## src/rtl/muldiv_sequencer.sv

```systemverilog
`default_nettype none
// ---------------------------------------------------------------------------
// muldiv_sequencer : iterative RV32M multiply/divide unit for the execute stage
// Rev 1.0
// ---------------------------------------------------------------------------
module muldiv_sequencer (
  input  logic        clk,
  input  logic        reset,
  input  logic        start_in,
  input  logic [2:0]  function_in,
  input  logic [31:0] rs1_data_in,
  input  logic [31:0] rs2_data_in,
  input  logic        stall,
  input  logic        invalidate,
  output logic        busy_out,
  output logic        done_out,
  output logic [31:0] result_out
);

  localparam logic [1:0] S_IDLE = 2'd0;
  localparam logic [1:0] S_MUL  = 2'd1;
  localparam logic [1:0] S_DIV  = 2'd2;
  localparam logic [1:0] S_DONE = 2'd3;

  logic [1:0]  r_state;
  logic [5:0]  r_count;
  logic [63:0] r_acc;     // MUL: {partial high, multiplier}; DIV: {remainder, quotient}
  logic [31:0] r_opb;     // multiplicand or divisor magnitude
  logic [2:0]  r_func;
  logic        r_neg_a;
  logic        r_neg_b;
  logic        r_bypass;  // special-case result already final, skip sign fix-up

  logic        w_a_signed, w_b_signed, w_neg_a, w_neg_b;
  logic [31:0] w_abs_a, w_abs_b;
  logic        w_is_div, w_div_zero, w_overflow;
  logic [32:0] w_mul_sum, w_div_shift, w_div_diff;
  logic        w_div_ok;
  logic [63:0] w_prod;
  logic [31:0] w_quo, w_rem, w_sel;

  always_comb begin
    w_a_signed  = (function_in == 3'd1) || (function_in == 3'd2) ||
                  (function_in == 3'd4) || (function_in == 3'd6);
    w_b_signed  = (function_in == 3'd1) || (function_in == 3'd4) || (function_in == 3'd6);
    w_neg_a     = w_a_signed && rs1_data_in[31];
    w_neg_b     = w_b_signed && rs2_data_in[31];
    w_abs_a     = w_neg_a ? (32'd0 - rs1_data_in) : rs1_data_in;
    w_abs_b     = w_neg_b ? (32'd0 - rs2_data_in) : rs2_data_in;
    w_is_div    = function_in[2];
    w_div_zero  = w_is_div && (rs2_data_in == 32'd0);
    w_overflow  = w_is_div && !function_in[0] &&
                  (rs1_data_in == 32'h8000_0000) && (rs2_data_in == 32'hFFFF_FFFF);
    w_mul_sum   = {1'b0, r_acc[63:32]} + {1'b0, (r_acc[0] ? r_opb : 32'd0)};
    w_div_shift = r_acc[63:31];
    w_div_diff  = w_div_shift - {1'b0, r_opb};
    w_div_ok    = !w_div_diff[32];
  end

  always_ff @(posedge clk) begin
    if (reset) begin
      r_state  <= S_IDLE;
      r_count  <= 6'd0;
      r_acc    <= 64'd0;
      r_opb    <= 32'd0;
      r_func   <= 3'd0;
      r_neg_a  <= 1'b0;
      r_neg_b  <= 1'b0;
      r_bypass <= 1'b0;
    end else if (invalidate) begin
      r_state <= S_IDLE;
    end else begin
      case (r_state)
        S_IDLE: begin
          if (start_in) begin
            r_func  <= function_in;
            r_neg_a <= w_neg_a;
            r_neg_b <= w_neg_b;
            r_count <= 6'd0;
            if (w_div_zero) begin
              r_acc    <= {rs1_data_in, 32'hFFFF_FFFF};
              r_bypass <= 1'b1;
              r_state  <= S_DONE;
            end else if (w_overflow) begin
              r_acc    <= {32'd0, 32'h8000_0000};
              r_bypass <= 1'b1;
              r_state  <= S_DONE;
            end else begin
              r_acc    <= {32'd0, (w_is_div ? w_abs_a : w_abs_b)};
              r_opb    <= w_is_div ? w_abs_b : w_abs_a;
              r_bypass <= 1'b0;
              r_state  <= w_is_div ? S_DIV : S_MUL;
            end
          end
        end
        S_MUL: begin
          r_acc   <= {w_mul_sum, r_acc[31:1]};
          r_count <= r_count + 6'd1;
          if (r_count == 6'd31) r_state <= S_DONE;
        end
        S_DIV: begin
          r_acc   <= {(w_div_ok ? w_div_diff[31:0] : w_div_shift[31:0]), r_acc[30:0], w_div_ok};
          r_count <= r_count + 6'd1;
          if (r_count == 6'd31) r_state <= S_DONE;
        end
        S_DONE: begin
          if (!stall) r_state <= S_IDLE;
        end
        default: r_state <= S_IDLE;
      endcase
    end
  end

  always_comb begin
    w_prod = (r_neg_a ^ r_neg_b) ? (64'd0 - r_acc) : r_acc;
    w_quo  = (r_bypass || !(r_neg_a ^ r_neg_b)) ? r_acc[31:0] : (32'd0 - r_acc[31:0]);
    w_rem  = (r_bypass || !r_neg_a) ? r_acc[63:32] : (32'd0 - r_acc[63:32]);
    case (r_func)
      3'd0:                w_sel = w_prod[31:0];
      3'd1, 3'd2, 3'd3:    w_sel = w_prod[63:32];
      3'd4, 3'd5:          w_sel = w_quo;
      default:             w_sel = w_rem;
    endcase
    done_out   = (r_state == S_DONE);
    result_out = done_out ? w_sel : 32'd0;
    busy_out   = !reset && !invalidate &&
                 (((r_state == S_IDLE) && start_in) || (r_state == S_MUL) || (r_state == S_DIV));
  end

endmodule
`default_nettype wire
```

## config.mk

```make
export PLATFORM = sky130hd
export DESIGN_NAME = muldiv_sequencer
export DESIGN_NICKNAME = d
export VERILOG_FILES = /design/src/rtl/muldiv_sequencer.sv
export SDC_FILE = /design/constraint.sdc
export NUM_CORES = 1
export LEC_CHECK = 0
export CAP_MARGIN = 25
export CORE_ASPECT_RATIO = 0.6
export CORE_UTILIZATION = 50
export DETAILED_ROUTE_END_ITERATION = 12
export GPL_TIMING_DRIVEN = 0
export PLACE_DENSITY_LB_ADDON = 0.3
export RECOVER_POWER = 25
export SLEW_MARGIN = 20
export SYNTH_ARGS = -nofsm -noshare
export SYNTH_HDL_FRONTEND = slang
export SYNTH_SLANG_ARGS = --single-unit
```

## constraint.sdc

```tcl
create_clock -name clk -period 8 [get_ports clk]
set_input_delay 1.2 -clock clk [delete_from_list [all_inputs] [get_ports clk]]
set_output_delay 1.2 -clock clk [all_outputs]
set_load 0.02 [all_outputs]
```

==> metrics list, run 1 <==
- Outcome: finished with violations
- Violations in the final reports: capacitance limit, slew limit
- Hold Crit Class: reg2reg
- Critical path class: reg2out
- Across the VDD grid, the largest voltage drop is 0.119 mV.
- In this run, the number of DRC markers left after iteration 0 of detailed routing was 3104.
- Iteration count of the initial detailed-routing pass: 11
- The die is 131 um tall.
* Critical path's largest stage delay: 0.72 ns
- Worst-case clock skew: 0.0131 ns
- Part of the cycle the worst path needs: 84.7%
* Total number of vias: 17800
- Synthesis handed over a netlist of 2040 instances.
- For the pin with the worst max-slew slack, the measured transition is 1.56 ns.
- Starting utilization of the core area: 51.8%
- Number of warning messages in the yosys log: 0
* Core Box Area: 26900 um^2
- Required time at the worst-slack endpoint: 6.80 ns
* Cells along the critical path: clkbuf_1 > inv_1 > clkbuf_1 > ha_1 > nand4_1 > or2_2 > nor2_1 > nand3_1 > nor2_1 > a31oi_1 > xnor2_1 > o221ai_1 > and3_1 > clkdlybuf4s50_1
- Sum of buffers and inverters on the critical path: 4
* Die Area: 28600 um^2
- Counting the fill cells in the layout gives 2658.
- Time the final worst path needs with I/O delays and setup: 6.77 ns
* Worst relative slew slack: -4.60%
- Maximum buffer depth of the clock tree: 2
* Total of cells resized after clock tree synthesis: 0
- Entering global routing, the biggest net connects 20 pins.
- Summed over all layers, the global routing overflow is 0.
- Total global-route track usage: 47.4%
- In the synthesized netlist the dominant register cell turns out to be dfxtp_1.
- Number of nets still failing antenna checks after routing: 0
- Counting the buffers created by CTS gives 9.
* Final setup violation count: 0
- Synthesized netlist net count: 2189
* Clock latency on the worst-skew pair: 0.39 ns
- The number of global-route vias before repair was 15600.
* Arrival time at the worst endpoint: 5.57 ns
* Fraction of synthesized cell area taken by the top area cell type: 15.8%
- Final routed wirelength across all metal layers: 69800 um
- Sequential elements use 15.8% of the synthesized area.
* Count of flip-flops with a built-in enable after synthesis: 0
* Avg Synthesized Cell Area: 6.84 um^2
- Accumulated negative setup slack: 0 ns
- Horiz. Die Dim: 218 um
* DRC violations left: 0
- STA classifies the critical path endpoint as a primary output.
- Compared with the post-synthesis result, the final layout area differs by 12.8%.
- Once detailed placement completed, the half-perimeter wirelength came to 56200 um.
* Final Slew Violations: 8
- Number of buffers inserted to repair setup after CTS: 0
* Hold-fix buffers, CTS: 0
* Initial antenna violation count: 3
* Cell type contributing the most total cell area after synthesis: dfxtp_1
- In the post-synthesis netlist, the biggest area contributors are dfxtp_1 16%, a21oi_1 7.2%, ha_1 6.7%.
- Along the worst path, the maximum fanout reaches 10.
- The tool flagged a number of max-cap violations equal to 1.
* Total clock sinks: 110
* Count of boundary I/O pins: 106
- For this run, asynchronously set or reset flops after synthesis account for 0%.
* Clock root buffer: clkbuf_16
- The first global-routing pass estimated 101000 um of wire.
- Counting tap cells, the placed design contains a total of 2503 instances.
- After clock tree synthesis, the clock-pin slew on the worst setup and hold paths is 0.08 ns.
- # port buffers: 103
* Share of layout cells above drive strength 1: 2.64%
- For this design, the slowest cell found on the critical path is clkbuf_1.
* Cell Pwr Density: 159 nW/um^2
* Synth unique cells: 74
- Routed vias/inst: 7.05
* Hold violation total from the final report: 0
- After detailed routing, the average wire length per cell comes to 27.7 um.
* RSZ-0062 raised after global routing: false
- Post-synthesis instance area: 14000 um^2
* Clock tree from TritonCTS: built
* Nature of the critical path startpoint: register
- Number of non-filler instances in the completed layout: 2523
* Leak: 6.08 nW
- Final estimated routing congestion in global placement: 1.15
- Derived from the worst setup path, the maximum achievable clock frequency is 148 MHz.
- Post-layout nets: 2305
- Synthesis inferred 110 register bits.
* # rows: 46
* CP top delay family: simple AND/OR/NAND/NOR gates
- The H-tree was split into 3 levels.
## area by class of cell
cell class	instances	area, um^2	area share [%]
clock buffers	10	239	1.52
diodes	2	5.00	0.0318
inverters	60	225	1.43
well taps	360	450	2.86
multi-input cells	1704	10900	69.2
plain buffers	166	636	4.04
repair buffers	105	1040	6.62
clock inverters	6	51.3	0.326
flip-flops and latches	110	2200	14.0
## metal layers
layer  global-route usage (%)  vias up  part of all wire, %
met4                     16.9        4                  4.5
met1                     65.6     8302                   40
li1                         -     7652                    -
met3                     22.6      253                   19
met5                        0        -                0.075
met2                     62.4     1571                   37
## report_power, final
group	internal, W	switching [W]
clock network	0.000225	0.000255
registers	0.000586	0.0000417
logic	0.000467	0.000922
## through the flow
stage	setup WS [ns]	hold WS [ns]	power, W	area [um^2]	util (%)
2_1_floorplan	3.25	0.432	0.00148	14000	-
3_3_place_gp	1.86	0.443	0.00191	15400	57.3
3_5_place_dp	1.84	0.444	0.00193	15500	57.4
4_1_cts	1.43	0.454	0.00240	15700	58.4
5_1_grt	1.10	0.481	0.00256	15700	58.5
6_report	1.23	0.456	0.00250	15800	58.5
## cells in the mapped netlist (23+ instances only)
master / number
a21oi_1: 202
ha_1: 75
o21ai_0: 135
a22oi_1: 43
a21o_1: 42
xor2_1: 106
inv_1: 60
nand2_1: 216
nor3_1: 54
mux2i_1: 31
o211ai_1: 35
dfxtp_1: 110
xnor2_1: 106
nor4_1: 29
clkbuf_1: 144
nor2_1: 222
nand3_1: 40
o31ai_1: 23
a221oi_1: 37
## cell families after synthesis
family | count (synthesis) | share of synthesized area, %
flip-flops | 110 | 15.8
XOR/XNOR | 212 | 13.3
multiplexers | 51 | 3.84
AND/OR/NAND/NOR | 700 | 23.1
AO/OA/AOI/OAI | 664 | 30.8
buffers and inverters | 226 | 6.19
adder cells (fa/ha/maj) | 77 | 7.01
## state kept, by name, indices dropped and copies added, names as in the netlist
| signal | count |
|---|---|
| r_count | 6 |
| r_state | 2 |
| r_opb | 32 |
| r_acc | 64 |
| r_neg_a | 1 |
| r_bypass | 1 |
| r_func | 3 |
| r_neg_b | 1 |
## tightest hold or removal path: stages, from the launching register on
cell and delay (ns):
dfxtp_1 0.31, nand2_1 0.05, a21oi_1 0.05
## cell usage in the layout, fill, tap and decap left out, types with 43 or more instances in the layout
cell type        netlist  final
a21oi_1              202    202
a22oi_1               43     43
clkbuf_1             144    150
clkdlybuf4s50_1        0     97
dfxtp_1              110    110
ha_1                  75     75
inv_1                 60     60
nand2_1              216    216
nor2_1               222    222
nor3_1                54     54
o21ai_0              135    135
xnor2_1              106    106
xor2_1               106    106
## worst paths after layout
kind	cells after the start	start	slack [ns]	end
max reg2reg	14	r_acc[31]	1.98	r_acc[48]
max	14	r_acc[0]	1.23	result_out[28]
min	2	r_opb[25]	0.46	r_opb[25]
min reg2reg	2	r_opb[25]	0.46	r_opb[25]
No activity file was read; power rests on OpenSTA's default activity.
==> run 2: changes to the inputs <==
clock period = 5.9 ns   (was 8 ns; I/O delays follow)
==> metrics list, run 2 (synthesized netlist as in run 1, its figures left out) <==
- The die covers 28600 um^2.
- The root buffer cell chosen for the clock tree is clkbuf_16.
- Iteration count of the initial detailed-routing pass: 8
- Hold path endpoint: r_opb[25]
- Number of global-route vias before repair: 15700
* Slew of the pin with the lowest slew margin: 1.57 ns
- The register with the most flip-flops in the layout has 64 of them.
- Hold Crit Class: reg2reg
- Hold violation total from the final report: 0
* GR Overflow Total: 0
- VDD sags by at most 0.159 mV.
- Relative to the synthesized area, the layout overhead comes to 12.9%.
- Die outline height: 131 um
* Detail Placement HPWL: 56200 um
* Slowest library cell on the worst path: clkdlybuf4s50_1
- Pin count of the biggest net entering global routing: 20
* RSZ-0062 raised after global routing: false
- After floorplanning, the core was divided into 46 placement rows.
- Initial DRC Count: 3256
- Summing internal, switching and leakage power gives 0.00339 W.
- The checks that failed: capacitance limit, slew limit.
- Required time at the worst-slack endpoint: 5.02 ns
* Cell Pwr Density: 215 nW/um^2
- Clock tree from TritonCTS: built
* Setup crit end kind: primary output
* Accumulated negative setup slack: 0 ns
- Depth of the most critical reg-to-reg path: 14
* Regs by FF count: r_acc x64, r_opb x32, r_count x6
- Critical path class: reg2out
- Time the final worst path needs with I/O delays and setup: 5.71 ns
- Cell depth of the worst setup path: 13
- CP top delay family: simple AND/OR/NAND/NOR gates
* Clock edge transition at the registers on the reported setup and hold paths: 0.08 ns
- In the routed layout, each cell is associated on average with a via count of 7.05.
- # port buffers: 103
- Total global-route track usage: 47.4%
* Final Slew Violations: 8
- Nature of the critical path startpoint: register
* Core Box Area: 26900 um^2
- Worst relative slew slack: -5.58%
- In this run the horizontal extent of the chip is 218 um.
- Hold timing on the final database bottoms out at a slack of 0.454 ns.
- Total clock sinks: 110
* Beginning of the worst register-to-register path: r_acc[31]
- Number of nets still failing antenna checks after routing: 0
- The later pin in the worst-skew pair is clocked with a latency of 0.39 ns.
- The largest single stage delay on the critical path is 0.59 ns.
* Final estimated routing congestion in global placement: 1.15
* Highest-count cells in the layout ignoring fill and taps: 220 x nor2_1, 216 x nand2_1, 202 x a21oi_1
- In this run the static leakage power is 6.08 nW.
* Largest reg by FF count: r_acc
- Worst-case clock skew: 0.0142 ns
* Sum of buffers and inverters on the critical path: 3
- In the final routed layout, each cell accounts on average for 27.7 um.
* Cells along the critical path: clkbuf_1 > clkinvlp_4 > ha_1 > nand4_1 > or2_2 > nor2_1 > nand3_1 > nor2_2 > a31oi_1 > xnor2_1 > o221ai_1 > and3_1 > clkdlybuf4s50_1
- After layout, the worst path uses 96.7% of the clock period.
- Count of boundary I/O pins: 106
- Number of buffers inserted during clock tree synthesis: 9
- Worst setup slack for register-to-register paths: 0.22 ns
* Worst Min Path Start: r_opb[25]
* DRC violations left: 0
- Maximum fanout along the worst path: 13
- Outcome: finished with violations
- Total number of vias: 17800
- Initial antenna violation count: 4
- The clock passes through at most 2 buffers.
- Starting utilization of the core area: 51.8%
- Post-layout nets: 2303
- Setup violations remaining at the end of the flow were counted as 0.
- Wire length of the first global-routing pass: 101000 um
- Hold Path Cell Cnt: 2
* Commonest non-fill, non-tap cell in the layout: nor2_1
- Buffers added to address setup during post-CTS repair amount to 0.
- Across the run, the number of max-cap violations was 1.
- Arrival time at the worst endpoint: 4.82 ns
- For this run, the top clock speed supported by timing is 175 MHz.
- The routed design has 69900 um of wire.
* Share of layout cells above drive strength 1: 2.87%
- Critical register-to-register path endpoint: r_acc[49]
- The H-tree was split into 3 levels.
==> run 2: tightest hold or removal path, stage by stage, from the launching register on <==
cell and delay (ns):
dfxtp_1 0.31, nand2_1 0.05, a21oi_1 0.05
==> run 2: area by class of cell <==
type	instances	area, um^2
fillers	2653	11200
multi-input cells	1704	10900
flip-flops and latches	110	2200
repair buffers	104	1040
plain buffers	165	636
well taps	360	450
clock buffers	10	239
inverters	60	229
clock inverters	6	51.3
diodes	3	7.51
==> run 2: power breakdown <==
part	internal (W)	leakage (nW)	total [W]	switching [W]
clock	0.000306	0.140	0.000653	0.000348
sequential	0.000795	0.899	0.000852	0.0000565
combinational	0.000634	5.04	0.00189	0.00125
==> run 2: what timing repair did <==
item | CTS | global route
resized for setup | 1 | 2
cloned | 0 | 0
endpoints found under the setup margin | 6 | 5
hold buffers | 0 | 0
pin swaps | 0 | 0
==> run 2: how the worst max path moves through the flow <==
| stage | start | end | slack (ns) |
|---|---|---|---|
| floorplan | r_acc[13] | result_out[19] | 1.46 |
| global placement | r_acc[0] | result_out[28] | 0.07 |
| detailed placement | r_acc[0] | result_out[28] | 0.05 |
| CTS | r_acc[0] | result_out[28] | 0.12 |
| global route | r_acc[0] | result_out[28] | 0.03 |
| finish | r_acc[0] | result_out[28] | 0.19 |
==> run 2: metrics by stage <==
| stage | instance area (um^2) | utilization, % | cells | setup WS [ns] |
|---|---|---|---|---|
| CTS | 15700 | 58.4 | 2518 | 0.123 |
| detailed placement | 15500 | 57.4 | 2503 | 0.0532 |
| global route | 15800 | 58.5 | 2519 | 0.0276 |
| global placement | 15400 | 57.3 | 2503 | 0.0723 |
| finish | 15800 | 58.5 | 2522 | 0.193 |
| floorplan | 14000 | - | 2040 | 1.46 |
==> run 2: metal layers <==
layer	part of all wire, %	up-vias	global-route usage (%)	wire length, um
met2	37	1558	62.1	25800
met5	0.053	-	0	37
met1	40	8311	65.6	28000
met3	19	249	22.5	13000
met4	4.3	6	17.3	3000
li1	-	7650	-	-
